### src/rtl/vctr_addr_sequencer.sv
// Address sequencer: pops address words from the address FIFO and issues
// vector-fetch requests, optionally expanding each word into an incrementing burst.
module vctr_addr_sequencer #(
  parameter int ADDR_W   = 32,
  parameter int ADDR_INC = 1,
  parameter int CNT_W    = 32
) (
  input  logic              clk,
  input  logic              reset,
  input  logic              run_program,
  input  logic              end_program,
  input  logic              abort_program,
  input  logic              freeze_addr_fifo,
  input  logic              send_consec_addr,
  input  logic [7:0]        consec_count,
  input  logic [ADDR_W-1:0] addr_fifo_dout,
  input  logic              addr_fifo_empty,
  output logic              addr_fifo_rd,
  input  logic [15:0]       words_in_vctr_fifo,
  input  logic [15:0]       vector_fifo_threshold,
  output logic [ADDR_W-1:0] req_addr,
  output logic              req_valid,
  input  logic              req_ready,
  output logic [2:0]        seq_state,
  output logic              seq_busy,
  output logic              seq_done,
  output logic              seq_aborted,
  output logic [CNT_W-1:0]  issued_cnt
);

  typedef enum logic [2:0] {
    ST_IDLE  = 3'd0,
    ST_FETCH = 3'd1,
    ST_LOAD  = 3'd2,
    ST_ISSUE = 3'd3,
    ST_DONE  = 3'd4
  } seq_state_t;

  seq_state_t state;
  logic [7:0] remaining;
  logic       pop_ok;

  assign pop_ok = !addr_fifo_empty && !freeze_addr_fifo &&
                  (words_in_vctr_fifo < vector_fifo_threshold);

  // The pop strobe is decided in FETCH itself so the FIFO data is valid in LOAD.
  assign addr_fifo_rd = reset && (state == ST_FETCH) && !abort_program && pop_ok;
  assign seq_state    = state;

  always_ff @(posedge clk) begin
    if (!reset) begin
      state       <= ST_IDLE;
      req_valid   <= 1'b0;
      req_addr    <= '0;
      remaining   <= '0;
      issued_cnt  <= '0;
      seq_done    <= 1'b0;
      seq_aborted <= 1'b0;
      seq_busy    <= 1'b0;
    end else begin
      seq_done <= 1'b0;
      case (state)
        ST_IDLE: begin
          if (run_program && !abort_program) begin
            state       <= ST_FETCH;
            seq_busy    <= 1'b1;
            issued_cnt  <= '0;
            seq_aborted <= 1'b0;
          end
        end

        ST_FETCH: begin
          if (abort_program) begin
            state       <= ST_DONE;
            seq_busy    <= 1'b0;
            seq_done    <= 1'b1;
            seq_aborted <= 1'b1;
          end else if (addr_fifo_empty && end_program) begin
            state    <= ST_DONE;
            seq_busy <= 1'b0;
            seq_done <= 1'b1;
          end else if (addr_fifo_rd) begin
            state <= ST_LOAD;
          end
        end

        // Abort is not checked here so the word just popped is always offered.
        ST_LOAD: begin
          req_addr  <= addr_fifo_dout;
          remaining <= send_consec_addr ? consec_count : 8'd0;
          req_valid <= 1'b1;
          state     <= ST_ISSUE;
        end

        ST_ISSUE: begin
          if (req_ready) begin
            issued_cnt <= issued_cnt + CNT_W'(1);
          end
          if (abort_program) begin
            state       <= ST_DONE;
            req_valid   <= 1'b0;
            seq_busy    <= 1'b0;
            seq_done    <= 1'b1;
            seq_aborted <= 1'b1;
          end else if (req_ready) begin
            if (remaining != 8'd0) begin
              req_addr  <= req_addr + ADDR_W'(ADDR_INC);
              remaining <= remaining - 8'd1;
            end else begin
              req_valid <= 1'b0;
              state     <= ST_FETCH;
            end
          end
        end

        ST_DONE: begin
          if (!run_program) begin
            state <= ST_IDLE;
          end
        end

        default: begin
          state     <= ST_IDLE;
          req_valid <= 1'b0;
          seq_busy  <= 1'b0;
        end
      endcase
    end
  end

endmodule

### config.mk
export PLATFORM = sky130hd
export DESIGN_NAME = vctr_addr_sequencer
export DESIGN_NICKNAME = d
export VERILOG_FILES = /design/src/rtl/vctr_addr_sequencer.sv
export SDC_FILE = /design/constraint.sdc
export NUM_CORES = 1
export LEC_CHECK = 0
export BUFFER_PORTS_ARGS = -buffer_cell sky130_fd_sc_hd__buf_4
export CORE_MARGIN = 5
export CORE_UTILIZATION = 32
export CTS_BUF_LIST = sky130_fd_sc_hd__clkbuf_2 sky130_fd_sc_hd__clkbuf_4 sky130_fd_sc_hd__clkbuf_8
export CTS_CLUSTER_SIZE = 25
export DETAILED_ROUTE_END_ITERATION = 10
export SETUP_SLACK_MARGIN = 0.15
export SLEW_MARGIN = 20
export SYNTH_ARGS = -nofsm -noshare
export SYNTH_HDL_FRONTEND = slang
export SYNTH_SLANG_ARGS = --single-unit
### constraint.sdc
create_clock -name clk -period 3.19 [get_ports clk]
set_clock_uncertainty 0.2 [all_clocks]
set_input_delay 0.638 -clock clk [delete_from_list [all_inputs] [get_ports clk]]
set_output_delay 0.638 -clock clk [all_outputs]
set_load 0.1 [all_outputs]
==> impl_metrics.tcl <==
set metrics [dict create \
    status "finished clean" \
    grt_use_total 0.173 \
    h-tree-depth 3 \
    timing.final.max_slew_violations 0 \
    switching_share 0.270 \
    via_count 5291 \
    startpoint_type "primary input" \
    clkPwrFrac 0.358 \
    leakagePower_uw 0.00265 \
    max_cap_violations 0 \
    drive_gt1_frac 0.263 \
    path_clk_slew_ps 80 \
    synthDistinctLibCells 64 \
    synth_nets 731 \
    fill_cells 1491 \
    die_h_um 132 \
    reg2reg_from "req_addr[2]" \
    viasPerCell 5.50 \
    crit_fanout 2 \
    synth_sequential_area_ratio 0.331 \
    dp_cells 948 \
    die_w_um 132 \
    cts_tree "done" \
    ioPinCount 153 \
    root_buffer "clkbuf_8" \
    holdWs_ps 283 \
    gp_congestion 0.847 \
    critPathArrivalTime_ps 2120 \
    max_freq_mhz 338 \
    hold_start "remaining[6]" \
    setup_tns_ps 0 \
    p_comb_frac 0.149 \
    rows 44 \
    grt_overflow_total 0 \
    ant_nets 0 \
    startpoint "words_in_vctr_fifo[2]" \
    final.period_utilization 0.928 \
    avgRoutedWirePerCell_um 16.1 \
    drc 0 \
    rsz0062_at_grt "no" \
    wirelength_um 15500 \
    layout_common_cells "168 x buf_4, 76 x dfxtp_1, 67 x nor2_1" \
    ctsLongestPathBuffers 2 \
    cts_sinks 79 \
    numCtsBuffers 9 \
    hp-class "flop to flop" \
    placeableCoreArea_um2 14600 \
    worst_pin_slew_ps 579 \
    grt_pass1_vias 5208 \
    synth_seq_cells 79 \
    stdcell_area_um2 6370 \
    crit_type "primary input to output port" \
    hpwl_um 11400 \
    dpl_cell_area_um2 6180 \
    power_frac_seq 0.494 \
    final_common_cell "buf_4" \
    yosysWarnings 0 \
    worstPathRequired_ps 2350 \
    layout.cells.non_filler 962 \
    multi_input_area_um2 2960 \
    dr.pass1.iters 4 \
    drt_iter0_drc 283 \
    seqCellArea_um2 1590 \
    switchingPower_uw 554 \
    die-area_um2 17500 \
    powerDensity_nw_per_um2 321 \
    area_growth_syn_to_layout_pct 33.4 \
    antenna_found_initial 0 \
    ys_async_sr_fraction 0 \
    synth_cells 631 \
    syn_avg_cell_area_um2 7.57 \
    initial_utilization 0.328 \
    synth_area_um2 4780 \
    power.internal_uw 1490 \
    slew_headroom 0.613 \
    port_buffers 152 \
    finalSetupViolCount 0 \
    vdd_drop_max_mv 0.197 \
    grt_max_degree 70 \
    utilization 0.437 \
    min_period_ps 2960 \
    synth-edff-count 0 \
    grt_pass1_wl_um 25600 \
    clkLatencyLatePin_ps 370 \
    ys.flop_type "dfxtp_1" \
    hold_viol_final 0 \
    crit_path_end_kind "output port" \
    fin_nets 875 \
    diodes 0 \
]
-- metrics by stage --
stage	power (µW)	setup WS, ps
final	2050	230
after global routing	2150	169
after CTS	2070	164
after detailed placement	1340	164
after global placement	1330	190
after floorplan	1210	168
-- sequential cells by signal, indices dropped and copies added (netlist names) --
register     flops
req_addr        32
seq_busy         1
seq_done         1
seq_state        3
issued_cnt      32
req_valid        1
remaining        8
seq_aborted      1
-- power by group through the flow --
stage / registers [µW] / clock network (µW) / logic (µW)
after detailed placement: 1030 / 0 / 304
after floorplan: 1090 / 0 / 116
after global routing: 1010 / 807 / 332
after CTS: 1010 / 758 / 305
final: 1010 / 732 / 304
after global placement: 1030 / 0 / 298
-- Yosys cell counts (all sizes together), types with 3 or more instances --
master	n	share of area
a31oi	11	0.014
nand2b	5	0.0065
o31ai	4	0.0063
nand2	65	0.051
or4	4	0.0079
inv	27	0.021
o221a	6	0.014
nor4	5	0.0065
o22ai	6	0.0079
o21ai	29	0.030
buf	7	0.0073
nand4	24	0.033
nor2	67	0.053
clkbuf	31	0.025
xnor2	3	0.0055
a211oi	8	0.013
o2111ai	3	0.0055
o211ai	4	0.0063
and2	4	0.0052
and4	9	0.017
xor2	18	0.033
a21oi	57	0.060
nor2b	4	0.0052
o41ai	3	0.0055
nor3b	3	0.0047
ha	19	0.050
o21a	4	0.0063
dfxtp	79	0.33
nor3	15	0.016
or3	11	0.014
a311oi	6	0.011
nand3	36	0.038
o31a	5	0.0092
a21o	5	0.0079
a41oi	3	0.0055
and3	14	0.019
-- what timing repair did --
action,4_1_cts,5_1_grt
resized for setup,0,1
buffers inserted,0,0
hold endpoints to repair,0,0
endpoints found under the setup margin,0,1
hold buffers,0,0
-- area by class of cell --
class                   count  share of cell area
multi-input cells         486               0.464
repair buffers            171               0.206
clock buffers              14              0.0292
well taps                 184              0.0361
inverters                  28              0.0165
flip-flops and latches     79               0.249
-- per-layer routing --
layer	track usage	up-vias	share of wire
met4	0.0407	0	0.011
li1	-	2615	-
met2	0.280	176	0.46
met3	0.0630	15	0.076
met5	0	-	0
met1	0.219	2485	0.46
-- logic make-up after synthesis --
family                   Yosys count  share of synthesized area
AO/OA/AOI/OAI                    173                      0.239
XOR/XNOR                          21                     0.0385
adder cells (fa/ha/maj)           19                     0.0498
buffers and inverters             66                     0.0539
flip-flops                        79                      0.331
AND/OR/NAND/NOR                  273                      0.288
-- worst paths after layout --
check | slack [ps] | endpoint | depth (start not counted)
setup / recovery | 230 | addr_fifo_rd | 7
setup reg to reg | 720 | req_addr[25] | 5
hold reg to reg | 280 | remaining[6] | 2
hold / removal | 280 | remaining[6] | 2
-- critical path, cell delays in order --
cell and delay, ps:
buf_4 110, ha_1 300, a211oi_1 220, o21ai_0 140
a211oi_1 300, o21a_2 190, buf_6 220
Power figures use the tool's default switching activity.
